**src/rtl/mul_seq_if.sv**
```systemverilog
// Request/response bundle of the sequential multiplier: operands and start in,
// busy/done status and the double-width product out.
interface mul_seq_if #(
  parameter int BUS_WIDTH = 16
);
  logic                   start;
  logic [BUS_WIDTH-1:0]   a;
  logic [BUS_WIDTH-1:0]   b;
  logic                   busy;
  logic                   done;
  logic [2*BUS_WIDTH-1:0] product;

  modport master (
    output start, a, b,
    input  busy, done, product
  );

  modport slave (
    input  start, a, b,
    output busy, done, product
  );
endinterface

```
**src/rtl/mul_seq.sv**
```systemverilog
// Unsigned shift-and-add multiplier: one ripple adder, one iteration per cycle.
// Optional early termination when the remaining multiplier bits are zero: MUL_SEQ_EARLY_EXIT_EN.

module add #(
  parameter int WIDTH = 16
) (
  input  logic [WIDTH-1:0] a_i,
  input  logic [WIDTH-1:0] b_i,
  input  logic             cin_i,
  output logic [WIDTH-1:0] sum_o,
  output logic             cout_o
);
  always_comb begin
    logic c;
    // NOTE: blocking assignments in combinational logic; the carry must ripple bit to bit in one evaluation.
    c     = cin_i;
    sum_o = '0;
    for (int i = 0; i < WIDTH; i++) begin
      sum_o[i] = a_i[i] ^ b_i[i] ^ c;
      c        = (a_i[i] & b_i[i]) | (c & (a_i[i] ^ b_i[i]));
    end
    cout_o = c;
  end
endmodule

module mul_seq #(
  parameter int BUS_WIDTH = 16
) (
  input  logic     clk,
  input  logic     reset,
  mul_seq_if.slave bus
);
  localparam int              CW        = $clog2(BUS_WIDTH + 1);
  localparam logic [CW-1:0]   LAST_ITER = CW'(BUS_WIDTH - 1);

  typedef enum logic [1:0] {
    S_IDLE,
    S_RUN,
    S_DONE
  } state_e;

  state_e                 state_q,   state_d;
  logic [BUS_WIDTH-1:0]   mcand_q,   mcand_d;
  logic [BUS_WIDTH-1:0]   mplier_q,  mplier_d;
  logic [BUS_WIDTH-1:0]   acc_hi_q,  acc_hi_d;
  logic [BUS_WIDTH-1:0]   acc_lo_q,  acc_lo_d;
  logic [CW-1:0]          count_q,   count_d;
  logic [2*BUS_WIDTH-1:0] product_q, product_d;

  logic                   accept;
  logic                   last_iter;
  logic [BUS_WIDTH-1:0]   partial;
  logic [BUS_WIDTH-1:0]   psum;
  logic                   carry;
  logic [2*BUS_WIDTH-1:0] acc_next;
  logic                   busy;
  logic                   done;

  assign accept  = bus.start && (state_q != S_RUN);
  assign partial = mcand_q & {BUS_WIDTH{mplier_q[0]}};

  add #(.WIDTH(BUS_WIDTH)) u_add (
    .a_i    (acc_hi_q),
    .b_i    (partial),
    .cin_i  (1'b0),
    .sum_o  (psum),
    .cout_o (carry)
  );

  // The adder carry becomes the new MSB; the LSB of acc_lo drops off the bottom.
  assign acc_next = (2*BUS_WIDTH)'({carry, psum, acc_lo_q} >> 1);

`ifdef MUL_SEQ_EARLY_EXIT_EN
  logic [CW-1:0] remaining;
  logic          mplier_empty;

  // Once the shifted multiplier is zero every later iteration only shifts.
  assign mplier_empty = (mplier_q[BUS_WIDTH-1:1] == '0);
  assign remaining    = LAST_ITER - count_q;
  assign last_iter    = (count_q == LAST_ITER) || mplier_empty;
`else
  assign last_iter    = (count_q == LAST_ITER);
`endif

  always_ff @(posedge clk) begin
    // NOTE: sequential state uses non-blocking assignments so every register sees pre-edge values.
    if (reset) begin
      state_q <= S_IDLE;
    end else begin
      state_q <= state_d;
    end
  end

  always_comb begin
    // NOTE: every output of a combinational block gets a default first, so no path infers a latch.
    state_d = state_q;
    case (state_q)
      S_IDLE:  if (bus.start) state_d = S_RUN;
      S_RUN:   if (last_iter) state_d = S_DONE;
      S_DONE:  state_d = bus.start ? S_RUN : S_IDLE;
      default: state_d = S_IDLE;
    endcase
  end

  always_comb begin
    busy = 1'b0;
    done = 1'b0;
    case (state_q)
      S_RUN:   busy = 1'b1;
      S_DONE:  done = 1'b1;
      default: ;
    endcase
  end

  assign bus.busy    = busy;
  assign bus.done    = done;
  assign bus.product = product_q;

  always_comb begin
    mcand_d   = mcand_q;
    mplier_d  = mplier_q;
    acc_hi_d  = acc_hi_q;
    acc_lo_d  = acc_lo_q;
    count_d   = count_q;
    product_d = product_q;
    if (accept) begin
      mcand_d  = bus.a;
      mplier_d = bus.b;
      acc_hi_d = '0;
      acc_lo_d = '0;
      count_d  = '0;
    end else if (state_q == S_RUN) begin
      acc_hi_d = acc_next[2*BUS_WIDTH-1:BUS_WIDTH];
      acc_lo_d = acc_next[BUS_WIDTH-1:0];
      mplier_d = mplier_q >> 1;
      count_d  = count_q + CW'(1);
      if (last_iter) begin
`ifdef MUL_SEQ_EARLY_EXIT_EN
        product_d = acc_next >> remaining;
`else
        product_d = acc_next;
`endif
      end
    end
  end

  always_ff @(posedge clk) begin
    if (reset) begin
      mcand_q   <= '0;
      mplier_q  <= '0;
      acc_hi_q  <= '0;
      acc_lo_q  <= '0;
      count_q   <= '0;
      product_q <= '0;
    end else begin
      mcand_q   <= mcand_d;
      mplier_q  <= mplier_d;
      acc_hi_q  <= acc_hi_d;
      acc_lo_q  <= acc_lo_d;
      count_q   <= count_d;
      product_q <= product_d;
    end
  end
endmodule
```
**src/flat_wrapper.sv**
```systemverilog
// flat-port wrapper written by rule: the top's interface ports become plain ports
module mul_seq_flat 
#(
  parameter int BUS_WIDTH = 16
)
  (clk, reset, bus_start, bus_a, bus_b, bus_busy, bus_done, bus_product);
  mul_seq_if #(.BUS_WIDTH(BUS_WIDTH)) bus_i ();
  input  logic clk;
  input  logic reset;
  input wire logic [$bits(bus_i.start)-1:0] bus_start;
  input wire logic [$bits(bus_i.a)-1:0] bus_a;
  input wire logic [$bits(bus_i.b)-1:0] bus_b;
  output wire logic [$bits(bus_i.busy)-1:0] bus_busy;
  output wire logic [$bits(bus_i.done)-1:0] bus_done;
  output wire logic [$bits(bus_i.product)-1:0] bus_product;
  assign bus_i.start = bus_start;
  assign bus_i.a = bus_a;
  assign bus_i.b = bus_b;
  assign bus_busy = bus_i.busy;
  assign bus_done = bus_i.done;
  assign bus_product = bus_i.product;
  mul_seq #(.BUS_WIDTH(BUS_WIDTH)) u_core (.clk(clk), .reset(reset), .bus(bus_i));
endmodule
```
**config.mk**
```make
export PLATFORM = sky130hd
export DESIGN_NAME = mul_seq_flat
export DESIGN_NICKNAME = d
export VERILOG_FILES = /design/src/rtl/mul_seq_if.sv /design/src/rtl/mul_seq.sv /design/src/flat_wrapper.sv
export SDC_FILE = /design/constraint.sdc
export NUM_CORES = 1
export LEC_CHECK = 0
export ABC_AREA = 1
export BUFFER_PORTS_ARGS = -buffer_cell sky130_fd_sc_hd__buf_2
export CAP_MARGIN = 5
export CORE_UTILIZATION = 30
export DETAILED_ROUTE_END_ITERATION = 10
export GPL_TIMING_DRIVEN = 0
export SYNTH_ARGS = -nofsm -noshare
export SYNTH_HDL_FRONTEND = slang
export SYNTH_SLANG_ARGS = --single-unit
```
**constraint.sdc**
```tcl
create_clock -name clk -period 9.1 [get_ports clk]
set_clock_uncertainty 0.1 [all_clocks]
set_input_delay 0.91 -clock clk [delete_from_list [all_inputs] [get_ports clk]]
set_output_delay 0.91 -clock clk [all_outputs]
set_load 0.05 [all_outputs]
```
==> results_dict.tcl <==
set metrics [dict create \
    cts_max_level 3 \
    p_sw_mw 0.221 \
    fin_nets 690 \
    pwr-share-seq 0.482 \
    fp.dieW_um 122 \
    ctsResizeCount 0 \
    fin_crit_sh 0.856 \
    antenna_found_initial 0 \
    layout-drive-gt1-share 0.192 \
    cellPowerDensity_nw_per_um2 184 \
    dp_cells 806 \
    cts-root-buf "clkbuf_16" \
    hpwl_um 7260 \
    drt_first_pass_iters 6 \
    wl_um 9940 \
    cts_tree "built" \
    cp_slowest_cell "fa_1" \
    initial_core_util 0.311 \
    crit_arrival_ns 7.97 \
    syn-instance-count 559 \
    final_area_um2 5240 \
    synth_area_um2 4350 \
    finalSetupViolCount 0 \
    crit_fanout 8 \
    finalHoldViolations 0 \
    fin_tns_setup_ns 0 \
    grt_pass1_wl_um 16500 \
    status "complete, no violations" \
    place_area_um2 4910 \
    die_area_um2 15000 \
    first_global_vias 3434 \
    rows 43 \
    worstSetupStartpoint "u_core.mplier_q[0]$_SDFFE_PP0P_" \
    yosysSeqAreaShare 0.469 \
    rsz0062_at_grt "no" \
    area_delta_synth_final_pct 20.3 \
    port_buffers 67 \
    synth.avg_cell_area_um2 7.78 \
    core_um2 14000 \
    grt.overflow.total 0 \
    tightest_slew_ns 0.492 \
    cpPeakStageDelay_ns 0.45 \
    diodes 0 \
    min_path_cells 2 \
    end_kind "register" \
    r2r-start "u_core.mplier_q[0]$_SDFFE_PP0P_" \
    holdWs_ns 0.364 \
    drv_slew 0 \
    r2r_slack_ns 1.31 \
    drt_iter0_drc 251 \
    avgViaCountPerCell 4.41 \
    leakagePower_nw 2.52 \
    vias 3621 \
    cp_common_cell "fa_1" \
    switching_share 0.229 \
    combinationalPowerShare 0.082 \
    cts_hold_buf 0 \
    io_pins 69 \
    required_ns 9.28 \
    clkSlewWorstSetupHoldPaths_ns 0.07 \
    stdcell_count 821 \
    die_y_um 122 \
    hold_path_class "reg -> reg" \
    postCtsSetupBuffers 0 \
    grt_max_degree 16 \
    numCtsBuffers 9 \
    cp-start-kind "register" \
    ys_ff_latch 102 \
    synth_fp_nets 612 \
    rr_worst_depth 24 \
    numClockSinks 102 \
    drc_errors 0 \
    rr_endpoint "u_core.acc_hi_q[14]$_SDFFE_PP0P_" \
    insertion_delay_ns 0.34 \
    cp-endpoint "u_core.acc_hi_q[14]$_SDFFE_PP0P_" \
    place_congestion 0.723 \
    internal-power_mw 0.742 \
    worstSetupPathType "reg -> reg" \
    cts.path.max_buffers 2 \
    peakVddDrop_uv 100 \
    max_cap_violations 0 \
    yosys_warnings 0 \
    wl_per_cell_um 12.1 \
    synth_cell_types 25 \
    track_usage 0.142 \
    power.share.clock 0.436 \
    worstPathCellList "clkbuf_1 > nand2_1 > inv_1 > ha_1 > inv_1 > fa_1 > inv_1 > fa_1 > fa_1 > fa_1 > fa_1 > fa_1 > fa_1 > fa_1 > fa_1 > fa_1 > fa_1 > fa_1 > fa_1 > fa_1 > inv_1 > fa_1 > or2_2 > a21oi_1" \
    slew-limit-headroom 0.672 \
    p_total_mw 0.962 \
    antenna_left 0 \
    fmax_mhz 128 \
    period_minus_slack_ns 7.79 \
]
## synth_stat cells
cell type,number,area [µm²]
or2_0,2,12.5
ha_1,3,37.5
nand2_8,1,20.0
buf_6,7,78.8
nand2_2,2,12.5
a21oi_1,35,175
nor2_2,1,6.26
inv_4,1,6.26
inv_1,42,158
dfxtp_1,102,2040
buf_2,18,90.1
nor2_1,42,158
fa_1,15,300
buf_1,1,3.75
nand2_4,1,11.3
nand2_1,170,638
buf_4,7,52.6
xor2_1,1,8.76
o21bai_1,1,7.51
or2_2,2,12.5
o21ai_1,10,50.1
clkbuf_1,3,11.3
inv_2,2,7.51
nand3_1,80,400
o21ai_0,10,50.1
## power by group through the flow
stage	combinational, mW	clock [mW]	sequential [mW]
2_1_floorplan	0.0557	0	0.473
3_3_place_gp	0.0799	0	0.474
3_5_place_dp	0.0801	0	0.474
4_1_cts	0.0804	0.429	0.464
5_1_grt	0.0890	0.450	0.466
6_report	0.0789	0.419	0.464
## metal layers
layer / track usage / part of all wire / vias up / wire [µm]
met3: 0.0265 / 0.042 / 13 / 421
met2: 0.220 / 0.43 / 64 / 4290
met4: 0.0587 / 0.015 / 0 / 154
met5: 0 / 0 / - / 0
li1: - / - / 1908 / -
met1: 0.193 / 0.51 / 1636 / 5070
## worst max-delay path: cells and delay by family (launching register included)
family	cells	cell delay, ns
adder cells (fa/ha/maj)	16	6.35
AND/OR/NAND/NOR	2	0.43
AO/OA/AOI/OAI	1	0.12
flip-flops	1	0.30
buffers and inverters	5	0.44
## registers in the layout (all words and copies together), names as in the netlist
name / cells
u_core.count_q: 5
u_core.acc_lo_q: 15
u_core.acc_hi_q: 16
u_core.mcand_q: 16
u_core.bus.product: 32
u_core.state_q: 2
u_core.mplier_q: 16
## kinds of logic (layout without fill, tap and decap cells)
| logic type | Yosys count | count (layout) | synth area share |
|---|---|---|---|
| xor gates and xnor gates | 1 | 1 | 0.00201 |
| and+or+nand+nor | 301 | 301 | 0.292 |
| AOI/OAI and AO/OA | 56 | 56 | 0.0650 |
| DFF | 102 | 102 | 0.469 |
| adders and majority gates | 18 | 18 | 0.0777 |
| buffers and inverters | 81 | 163 | 0.0938 |
## per-stage QoR
step	util	worst slack, ns
after CTS	0.374	1.21
after floorplan	-	1.68
after global placement	0.351	1.27
after global routing	0.374	0.958
after detailed placement	0.351	1.28
final	0.374	1.31
## worst min-delay path by stage
stage                                             from  slack [ns]                            endpoint
floorplan              u_core.acc_lo_q[2]$_SDFFE_PP0P_        0.34  u_core.bus.product[1]$_SDFFE_PP0P_
global placement        u_core.count_q[4]$_SDFFE_PP0P_        0.35      u_core.count_q[4]$_SDFFE_PP0P_
detailed placement    u_core.acc_hi_q[15]$_SDFFE_PP0P_        0.36    u_core.acc_hi_q[15]$_SDFFE_PP0P_
CTS                   u_core.acc_hi_q[15]$_SDFFE_PP0P_        0.37    u_core.acc_hi_q[15]$_SDFFE_PP0P_
global route        u_core.bus.product[8]$_SDFFE_PP0P_        0.39  u_core.bus.product[8]$_SDFFE_PP0P_
finish              u_core.bus.product[2]$_SDFFE_PP0P_        0.36  u_core.bus.product[2]$_SDFFE_PP0P_
## placed cells by master (no fill, tap or decap), drive strengths merged
cell type / synthesis / final
a21oi: 35 / 35
buf: 33 / 100
bufinv: 0 / 2
clkbuf: 3 / 15
clkinvlp: 0 / 1
dfxtp: 102 / 102
fa: 15 / 15
ha: 3 / 3
inv: 45 / 45
nand2: 174 / 174
nand3: 80 / 80
nor2: 43 / 43
o21ai: 20 / 20
o21bai: 1 / 1
or2: 4 / 4
xor2: 1 / 1
## area by class of cell
type,count,area (µm²)
timing repair buffer,67,335
clock buffer,12,256
tap,180,225
buffer,36,236
fill,1525,8750
sequential,102,2040
inverter,45,171
clock inverter,3,67.6
multi-input combinational,376,1900
Note: power is estimated with default switching activity, not from simulation.
